## src/rtl/imsic_msi_tx_arb.sv

```systemverilog
// Round-robin arbiter that serialises MSI front-end requests onto the IMSIC gate's level-pulse delivery path.
// Optional build macro IMSIC_MSI_TX_DROP_ZERO_EN: consume setipnum-0 requests without issuing a pulse.
module imsic_msi_tx_arb #(
  parameter int NR_REQ         = 2,
  parameter int MSI_INFO_WIDTH = 17,
  parameter int NR_SRC_WIDTH   = 5,
  parameter int HIGH_CYCLES    = 4,
  parameter int LOW_CYCLES     = 4
) (
  input  logic                             clk,
  input  logic                             rstn,
  input  logic [NR_REQ-1:0]                req_vld,
  input  logic [NR_REQ*MSI_INFO_WIDTH-1:0] req_info,
  output logic [NR_REQ-1:0]                req_rdy,
  output logic [MSI_INFO_WIDTH-1:0]        o_msi_info,
  output logic                             o_msi_info_vld,
  output logic                             busy
);

  localparam int PTR_W   = (NR_REQ > 1) ? $clog2(NR_REQ) : 1;
  localparam int MAX_CYC = (HIGH_CYCLES > LOW_CYCLES) ? HIGH_CYCLES : LOW_CYCLES;
  localparam int CNT_W   = $clog2(MAX_CYC + 1);
  localparam logic [CNT_W-1:0] HIGH_LOAD = CNT_W'(HIGH_CYCLES - 1);
  localparam logic [CNT_W-1:0] LOW_LOAD  = CNT_W'(LOW_CYCLES - 1);
`ifdef IMSIC_MSI_TX_DROP_ZERO_EN
  localparam bit DROP_ZERO = 1'b1;
`else
  localparam bit DROP_ZERO = 1'b0;
`endif

  typedef enum logic [1:0] {IDLE, HIGH, LOW} state_t;

  state_t                    state, state_nxt;
  logic [PTR_W-1:0]          rr_ptr, rr_ptr_nxt, winner;
  logic [CNT_W-1:0]          cnt, cnt_nxt;
  logic                      found, accept, issue, zero_src;
  logic [MSI_INFO_WIDTH-1:0] win_info;

  // First requester at or after rr_ptr, wrapping modulo NR_REQ.
  always_comb begin
    logic [PTR_W-1:0] idx;
    found  = 1'b0;
    winner = '0;
    idx    = '0;
    for (int i = 0; i < NR_REQ; i++) begin
      idx = PTR_W'((int'(rr_ptr) + i) % NR_REQ);
      if (!found && req_vld[idx]) begin
        found  = 1'b1;
        winner = idx;
      end
    end
  end

  always_comb begin
    win_info = '0;
    for (int r = 0; r < NR_REQ; r++) begin
      if (winner == PTR_W'(r)) win_info = req_info[r*MSI_INFO_WIDTH +: MSI_INFO_WIDTH];
    end
  end

  assign accept     = (state == IDLE) && found && rstn;
  assign zero_src   = (win_info[NR_SRC_WIDTH-1:0] == '0);
  assign issue      = accept && !(DROP_ZERO && zero_src);
  assign rr_ptr_nxt = PTR_W'((int'(winner) + 1) % NR_REQ);

  always_comb begin
    req_rdy = '0;
    if (accept) req_rdy[winner] = 1'b1;
  end

  always_comb begin
    state_nxt = state;
    cnt_nxt   = cnt;
    case (state)
      IDLE: begin
        if (issue) begin
          state_nxt = HIGH;
          cnt_nxt   = HIGH_LOAD;
        end
      end
      HIGH: begin
        if (cnt == '0) begin
          state_nxt = LOW;
          cnt_nxt   = LOW_LOAD;
        end else begin
          cnt_nxt = cnt - CNT_W'(1);
        end
      end
      LOW: begin
        if (cnt == '0) state_nxt = IDLE;
        else           cnt_nxt   = cnt - CNT_W'(1);
      end
      default: state_nxt = IDLE;
    endcase
  end

  // The info register only moves on a pulse-issuing accept, so it stays stable through HIGH and LOW.
  always_ff @(posedge clk or negedge rstn) begin
    if (!rstn) begin
      state      <= IDLE;
      cnt        <= '0;
      rr_ptr     <= '0;
      o_msi_info <= '0;
    end else begin
      state <= state_nxt;
      cnt   <= cnt_nxt;
      if (accept) rr_ptr     <= rr_ptr_nxt;
      if (issue)  o_msi_info <= win_info;
    end
  end

  assign o_msi_info_vld = (state == HIGH);
  assign busy           = (state != IDLE);

endmodule

```

## config.mk

```make
export PLATFORM = sky130hd
export DESIGN_NAME = imsic_msi_tx_arb
export DESIGN_NICKNAME = d
export VERILOG_FILES = /design/src/rtl/imsic_msi_tx_arb.sv
export SDC_FILE = /design/constraint.sdc
export NUM_CORES = 1
export LEC_CHECK = 0
export CAP_MARGIN = 10
export CORE_UTILIZATION = 39
export DETAILED_ROUTE_END_ITERATION = 8
export GPL_TIMING_DRIVEN = 0
export PLACE_DENSITY = 0.85
export SETUP_SLACK_MARGIN = 0.05
export SLEW_MARGIN = 25
export SYNTH_ARGS = -nofsm -noshare
export SYNTH_HDL_FRONTEND = slang
export SYNTH_SLANG_ARGS = --single-unit
```

## constraint.sdc

```tcl
create_clock -name clk -period 2.42 [get_ports clk]
set_input_delay 0.605 -clock clk [delete_from_list [all_inputs] [get_ports clk]]
set_output_delay 0.605 -clock clk [all_outputs]
set_load 0.02 [all_outputs]
```

==> impl_metrics.json, run 1 <==
{
  "yosysSeqAreaShare_pct": 48.9,
  "setup_viol": 0,
  "crit_type": "reg -> out",
  "antenna_left": 0,
  "fin_nets": 220,
  "whs_ns": 0.185,
  "crit_slowest_cell": "dfrtp_1",
  "drive_gt1_share_pct": 17.7,
  "status": "finished with violations",
  "required_ns": 1.81,
  "cts_hold_buf": 0,
  "fin_crit_sh_pct": 93.9,
  "design_area_sq_um": 1900,
  "r2r-start": "state[0]",
  "route.detailed.drc": 12,
  "drv_cap": 0,
  "cts_sinks": 23,
  "final_common_cell": "clkdlybuf4s50_1",
  "num_vias": 1107,
  "antenna_found_initial": 0,
  "routabilityCongestion": 0.778,
  "ys_warn_count": 0,
  "max_stage_delay_ns": 0.43,
  "rows": 19,
  "path_common_cell": "buf_6",
  "path_clk_slew_ns": 0.13,
  "avgViaCountPerCell": 5.37,
  "crit_chain": "inv_2 > ha_1 > buf_6 > nand3_1 > a21oi_4 > buf_6 > buf_4",
  "ctsLongestPathBuffers": 2,
  "chipWidth_um": 56.9,
  "clock-root-buffer": "clkbuf_4",
  "finalHoldViolCount": 0,
  "cts_buffers": 3,
  "critPathMaxFanout": 7,
  "worstRegToRegCells": 9,
  "vdd.ir_drop.worst_uv": 538,
  "skew_ns": 0.00652,
  "p_leak_uw": 0.000916,
  "drtPass1Iterations": 7,
  "syn_inst": 104,
  "yosysUniqueCellTypes": 27,
  "post-place-ws_ns": -0.741,
  "layout_common_cells": "clkdlybuf4s50_1 (51), dfrtp_1 (23), inv_1 (21)",
  "die_height_um": 56.9,
  "post-dp-hpwl_um": 2420,
  "maxSlewHeadroom_pct": 70.7,
  "syn_to_final_growth_pct": 61.3,
  "ioPinCount": 59,
  "setup_ws_ns": 0.148,
  "start_util_pct": 41.9,
  "drt-total-wl_um": 3290,
  "worst_r2r_endpoint": "o_msi_info[7]",
  "slew_viol_final": 0,
  "tritoncts": "built",
  "core-area_sq_um": 2810,
  "antenna_cells": 0,
  "grt_overflow": 0,
  "cellPowerDensity_nw_per_um2": 1130,
  "grt_pass1_vias": 1144,
  "syn_nets": 148,
  "synth_seq_cells": 23,
  "grt_max_degree": 28,
  "track_usage_pct": 20.9,
  "rsz0062_at_grt": "false",
  "dpl_cell_area_sq_um": 1790,
  "die-area_sq_um": 3240,
  "period_needed_ns": 2.27,
  "worstSetupEndpointType": "output port",
  "tightest_slew_ns": 0.439,
  "cp.arrival_ns": 1.67,
  "worst_setup_path_start_kind": "flop",
  "htreeDepth": 1,
  "grt_pass1_wl_um": 5240,
  "insertion_delay_ns": 0.30,
  "drtIter0Drc": 130,
  "io_buffers": 58,
  "wire_per_inst_um": 16.0,
  "syn_area_sq_um": 1180,
  "syn_avg_cell_area_sq_um": 11.3,
  "holdCritPathClass": "in -> async",
  "fmax_ghz": 0.440,
  "violations": "design-rule violations",
  "r2r_slack_ns": 0.61
}
## how the worst max path moves through the flow
stage                     startpoint    endpoint  slack, ns  depth (start not counted)
after floorplan             state[0]  req_rdy[1]       0.49                          6
after global placement          rstn  req_rdy[1]      -1.50                          5
after detailed placement  req_vld[1]  req_rdy[1]      -0.74                          5
after CTS                   state[0]  req_rdy[1]       0.04                          7
after global routing        state[0]  req_rdy[0]       0.04                          7
final                       state[0]  req_rdy[0]       0.15                          7
## critical path, delay by kind of cell, from the launching register on
kind,cells,cell delay [ns]
buffers and inverters,4,0.51
AO/OA/AOI/OAI,1,0.16
AND/OR/NAND/NOR,1,0.11
adder cells (fa/ha/maj),1,0.16
flip-flops,1,0.43
## logic make-up after synthesis
group	Yosys count	share of synthesized area (%)
multiplexers	2	2.23
XOR/XNOR	1	0.745
adder cells (fa/ha/maj)	6	6.38
buffers and inverters	27	10.3
AO/OA/AOI/OAI	32	25.7
flip-flops	23	48.9
AND/OR/NAND/NOR	13	5.64
## flip-flops by register name, indices dropped and copies added, names as in the netlist
signal	flops
state	2
o_msi_info	17
cnt	3
rr_ptr	1
## synthesized netlist by cell type
master    number  area share [%]
dfrtp_1       23              49
inv_1         23             7.3
a222oi_1      17              14
a21oi_1        6             2.6
ha_1           6             6.4
nor2_1         4             1.3
nand2_1        3            0.96
buf_6          2             1.9
nand3_1        2            0.85
a21o_1         1            0.64
a21oi_2        1            0.74
a21oi_4        1             1.4
a221oi_4       1             2.2
a31o_1         1            0.74
a31o_2         1            0.74
and2_1         1            0.53
and2b_1        1            0.64
buf_2          1            0.43
buf_4          1            0.64
mux2_1         1            0.96
mux2_4         1             1.3
nand2b_1       1            0.53
nor3_2         1            0.85
o211ai_2       1             1.1
o21ai_1        1            0.43
o21ai_2        1            0.74
xor2_1         1            0.74
## final cells by class
cell class | instances | area [sq um]
buffer | 4 | 41.3
clock buffer | 3 | 22.5
clock inverter | 1 | 5.00
fill | 237 | 908
inverter | 23 | 86.3
multi-input combinational | 54 | 492
sequential | 23 | 576
tap | 31 | 38.8
timing repair buffer | 67 | 636
## power by group
part	switching, uW	internal (uW)
Sequential	109	561
Combinational	643	648
Clock	114	61.5
## layer usage
layer / up-vias / GRT usage, % / wire [um]
met5: - / 0 / 0
met4: 0 / 4.88 / 48
met3: 6 / 3.69 / 171
met2: 32 / 41.3 / 1860
met1: 540 / 22.7 / 1210
li1: 529 / - / -
## stage by stage
| step | TNS (ns) | std cells | power, uW | util [%] |
|---|---|---|---|---|
| after detailed placement | -1.38 | 193 | 1930 | 63.8 |
| final | 0 | 206 | 2140 | 67.6 |
| after global placement | -15.44 | 193 | 1870 | 64.0 |
| after CTS | 0 | 199 | 2100 | 65.3 |
| after global routing | 0 | 206 | 2290 | 67.6 |
| after floorplan | 0 | 104 | 1420 | - |
## what timing repair did
item / in CTS / in global routing
gates cloned: 0 / 0
pin swaps: 0 / 0
setup buffers: 2 / 7
setup endpoints to repair: 4 / 2
gates resized for setup: 15 / 6
(Power assumes the default switching activity.)
==> run 2: changes to the inputs <==
- PLACE_DENSITY: 0.85 -> 0.83
- SLEW_MARGIN: 25 -> not set
==> impl_metrics.json, run 2 (synthesis results as in run 1) <==
{
  "status": "finished with violations",
  "violations": "design-rule violations",
  "cp-endpoint": "req_rdy[1]",
  "post-dp-hpwl_um": 2410,
  "htreeDepth": 1,
  "rsz0062_at_grt": "true",
  "path_clk_slew_ns": 0.13,
  "route.detailed.drc": 12,
  "cp.buffers_inverters": 4,
  "drive_gt1_share_pct": 16.1,
  "io_buffers": 58,
  "dpl_cell_area_sq_um": 1800,
  "ctsLongestPathBuffers": 2,
  "avgViaCountPerCell": 5.40,
  "antenna_cells": 0,
  "layout_common_cells": "clkdlybuf4s50_1 (51), inv_1 (23), dfrtp_1 (23)",
  "die_height_um": 56.9,
  "worst_setup_path_start_kind": "flop",
  "critPathMaxFanout": 10,
  "setup_ws_ns": 0.0965,
  "cp_num_cells": 7,
  "crit_chain": "inv_1 > ha_1 > buf_6 > nand3_2 > a21oi_4 > buf_6 > buf_2",
  "tns_ns": 0,
  "reg_top3": "o_msi_info (17), cnt (3), state (2)",
  "track_usage_pct": 20.2,
  "grt_max_degree": 28,
  "finalHoldViolCount": 0,
  "period_needed_ns": 2.32,
  "die-area_sq_um": 3240,
  "clock-root-buffer": "clkbuf_4",
  "rows": 19,
  "r2r_slack_ns": 0.59,
  "r2r-start": "state[1]",
  "path_common_cell": "buf_6",
  "slew_viol_final": 0,
  "fin_crit_sh_pct": 96.0,
  "worst_r2r_endpoint": "o_msi_info[8]",
  "tritoncts": "built",
  "required_ns": 1.81,
  "tightest_slew_ns": 0.411,
  "cp.arrival_ns": 1.72,
  "ioPinCount": 59,
  "maxSlewHeadroom_pct": 72.5,
  "grt_pass1_wl_um": 5030,
  "cts_sinks": 23,
  "start_util_pct": 41.9,
  "grt_pass1_vias": 1103,
  "cp-startpoint": "state[1]",
  "insertion_delay_ns": 0.30,
  "largest_reg_flops": 17,
  "p_leak_uw": 0.000920,
  "crit_slowest_cell": "dfrtp_1",
  "whs_ns": 0.188,
  "n_fill_cell": 237,
  "wire_per_inst_um": 15.9,
  "num_vias": 1106,
  "max_stage_delay_ns": 0.41,
  "holdCritPathClass": "in -> async",
  "cellPowerDensity_nw_per_um2": 1130,
  "grt_overflow": 0,
  "design_area_sq_um": 1890,
  "drtPass1Iterations": 6,
  "antenna_left": 0,
  "drt-total-wl_um": 3250,
  "drv_cap": 0,
  "drtIter0Drc": 112,
  "final_common_cell": "clkdlybuf4s50_1",
  "layout.cells.non_filler": 205,
  "dp_cells": 193,
  "setup_viol": 0,
  "vdd.ir_drop.worst_uv": 618,
  "cp_top_family": "buffers and inverters",
  "worstSetupEndpointType": "output port",
  "core-area_sq_um": 2810,
  "skew_ns": 0.000892,
  "crit_type": "reg -> out",
  "fin_nets": 219,
  "syn_to_final_growth_pct": 60.7,
  "routabilityCongestion": 0.823,
  "post-place-ws_ns": -1.55,
  "fmax_ghz": 0.430,
  "cts_buffers": 3,
  "regMostFlops": "o_msi_info",
  "worstRegToRegCells": 7,
  "antenna_found_initial": 0,
  "chipWidth_um": 56.9
}
[run 2: worst register-to-register path, cell delays in order, from the launching register on]
cell,delay [ns]
dfrtp_1,0.41
inv_1,0.11
ha_1,0.18
buf_6,0.14
o211ai_2,0.19
buf_4,0.25
a222oi_1,0.36
inv_1,0.07
[run 2: what timing repair did]
action,in CTS,in global routing
endpoints found under the setup margin,26,3
setup buffers,3,5
gates resized for setup,19,4
hold buffers,0,0
pin swaps,0,0
[run 2: power by group]
part,internal (uW),switching (uW)
Sequential,561,108
Combinational,653,641
Clock,61.5,113
Total,1270,861
[run 2: cell type report]
type                       instances  area [sq um]  area share (%)
buffer                             4          41.3            2.18
tap                               31          38.8            2.05
clock buffer                       3          22.5            1.19
timing repair buffer              66           629            33.3
inverter                          23          86.3            4.57
multi-input combinational         54           492            26.0
sequential                        23           576            30.4
clock inverter                     1          5.00           0.265
[run 2: how the worst min path moves through the flow]
stage	startpoint	endpoint	slack, ns	cells past startpoint
floorplan	rstn	cnt[0]	0.31	0
global placement	o_msi_info[16]	o_msi_info[16]	0.49	2
detailed placement	o_msi_info[4]	o_msi_info[4]	0.49	2
CTS	rstn	o_msi_info[5]	0.19	1
global route	rstn	o_msi_info[3]	0.19	1
finish	rstn	o_msi_info[5]	0.19	1
[run 2: metrics by stage]
step           utilization [%]  power (uW)
6_report                  67.4        2140
5_1_grt                   67.4        2280
4_1_cts                   65.6        2100
3_5_place_dp              64.0        1920
3_3_place_gp              64.0        1870
2_1_floorplan                -        1420
[run 2: per-layer routing]
metal / wire length [um] / global-route usage [%] / vias up
met3: 136 / 3.92 / 8
met5: 0 / 0 / -
met4: 69 / 6.27 / 0
met2: 1750 / 37.8 / 35
met1: 1290 / 22.8 / 537
li1: - / - / 526
==> run 3: changes to the inputs <==
--- a/config.mk
+++ b/config.mk
@@ -9,7 +9,9 @@
 export CORE_UTILIZATION = 39
 export DETAILED_ROUTE_END_ITERATION = 8
+export GPL_ROUTABILITY_DRIVEN = 0
 export GPL_TIMING_DRIVEN = 0
 export PLACE_DENSITY = 0.83
 export SETUP_SLACK_MARGIN = 0.05
+export SLEW_MARGIN = 10
 export SYNTH_ARGS = -nofsm -noshare
 export SYNTH_HDL_FRONTEND = slang
==> constraint.sdc (replaced) <==
create_clock -name clk -period 2.42 [get_ports clk]
set_input_delay 0.605 -clock clk [delete_from_list [all_inputs] [get_ports clk]]
set_output_delay 0.605 -clock clk [all_outputs]
set_load 0.01 [all_outputs]
==> impl_metrics.json, run 3 (synthesis results as in run 1) <==
{
  "multi_input_area_sq_um": 492,
  "path_clk_slew_ns": 0.13,
  "wire_per_inst_um": 15.8,
  "grt_pass1_wl_um": 5070,
  "worstSetupEndpointType": "output port",
  "pwr-share-clk_pct": 8.5,
  "holdCritPathClass": "in -> async",
  "vdd.ir_drop.worst_uv": 598,
  "rsz0062_at_grt": "true",
  "dp_cells": 193,
  "drive_gt1_share_pct": 19.1,
  "cts_buffers": 3,
  "insertion_delay_ns": 0.30,
  "swShare_pct": 36.6,
  "regMostFlops": "o_msi_info",
  "p_sw_uw": 752,
  "status": "finished with violations",
  "antenna_cells": 0,
  "drtPass1Iterations": 8,
  "worstRegToRegCells": 9,
  "drtIter0Drc": 113,
  "final_common_cell": "clkdlybuf4s50_1",
  "violations": "design-rule violations",
  "cp.arrival_ns": 1.71,
  "tightest_slew_ns": 0.416,
  "start_util_pct": 41.9,
  "share_comb_of_total_power_pct": 58.9,
  "route.detailed.drc": 12,
  "ioPinCount": 59,
  "finalHoldViolCount": 0,
  "antenna_found_initial": 0,
  "cellPowerDensity_nw_per_um2": 1070,
  "chipWidth_um": 56.9,
  "fin_util_pct": 68.8,
  "slew_viol_final": 0,
  "layout_common_cells": "clkdlybuf4s50_1 (53), dfrtp_1 (23), inv_1 (21)",
  "fmax_ghz": 0.433,
  "rows": 19,
  "worst_setup_path_start_kind": "flop",
  "critPathMaxFanout": 7,
  "avgViaCountPerCell": 5.34,
  "syn_to_final_growth_pct": 64.0,
  "grt_pass1_vias": 1117,
  "core-area_sq_um": 2810,
  "tritoncts": "built",
  "n_fill_cell": 231,
  "seq_area_sq_um": 576,
  "setup_ws_ns": 0.109,
  "antenna_left": 0,
  "htreeDepth": 1,
  "num_vias": 1116,
  "period_needed_ns": 2.31,
  "drv_cap": 0,
  "die-area_sq_um": 3240,
  "track_usage_pct": 20.4,
  "post-place-ws_ns": -1.49,
  "fin_crit_sh_pct": 95.5,
  "required_ns": 1.81,
  "p_int_uw": 1300,
  "ctsLongestPathBuffers": 2,
  "drt-total-wl_um": 3310,
  "fin_nets": 223,
  "crit_type": "reg -> out",
  "grt_max_degree": 28,
  "largest_reg_flops": 17,
  "post-dp-hpwl_um": 2410,
  "cts_sinks": 23,
  "grt_overflow": 0,
  "p_leak_uw": 0.000926,
  "reg_top3": "o_msi_info (17), cnt (3), state (2)",
  "layout.cells.non_filler": 209,
  "seqPwrFrac_pct": 32.6,
  "setup_viol": 0,
  "skew_ns": 0.00204,
  "clock-root-buffer": "clkbuf_4",
  "cts_hold_buf": 0,
  "die_height_um": 56.9,
  "io_buffers": 58,
  "maxSlewHeadroom_pct": 72.2
}
run 3: power by group through the flow:
| stage | logic, uW | clock network [uW] | registers [uW] |
|---|---|---|---|
| finish | 1210 | 175 | 671 |
| global route | 1310 | 198 | 691 |
| CTS | 1160 | 180 | 667 |
| detailed placement | 1120 | 0 | 680 |
| global placement | 1080 | 0 | 663 |
| floorplan | 570 | 0 | 728 |
run 3: repair_timing:
| item | CTS | global route |
|---|---|---|
| setup buffers | 5 | 7 |
| setup endpoints to repair | 24 | 4 |
| gates resized for setup | 16 | 4 |
run 3: path summary, 6_finish.rpt:
check	startpoint	to	slack, ns
max in group asynchronous	rstn	o_msi_info[6]	1.97
max	state[1]	req_rdy[0]	0.11
max reg2reg	state[1]	o_msi_info[8]	0.59
min in group clk	o_msi_info[4]	o_msi_info[4]	0.52
min reg2reg	o_msi_info[4]	o_msi_info[4]	0.52
min	rstn	state[0]	0.19
run 3: per-stage QoR:
stage	cell area (sq um)	hold slack [ns]	TNS (ns)	total power, uW
after global routing	1930	0.194	0	2200
final	1930	0.189	0	2060
after CTS	1870	0.195	0	2010
after detailed placement	1800	0.490	-16.76	1800
after floorplan	1180	0.309	0	1300
after global placement	1800	0.488	-14.77	1740
run 3: final cells by class:
cell class,count,area share [%]
Tap cell,31,2.01
Timing Repair Buffer,70,34.6
Multi-Input combinational cell,54,25.5
Inverter,23,4.47
Buffer,4,2.14
Clock buffer,3,1.17
Sequential cell,23,29.8
Clock inverter,1,0.259
run 3: critical path: stages (launching register included):
cell and delay [ns]:
dfrtp_1 0.42, inv_2 0.08, ha_1 0.16, buf_6 0.13, nand3_1 0.11, a21oi_4 0.17, buf_6 0.12, clkdlybuf4s15_2 0.21
run 3: per-layer routing:
metal | up-vias | GRT usage, % | share of wire, %
met5 | - | 0 | 0
met4 | 0 | 7.32 | 2.4
met3 | 8 | 4.15 | 4.6
met2 | 41 | 38.0 | 53
met1 | 533 | 22.8 | 40
li1 | 534 | - | -
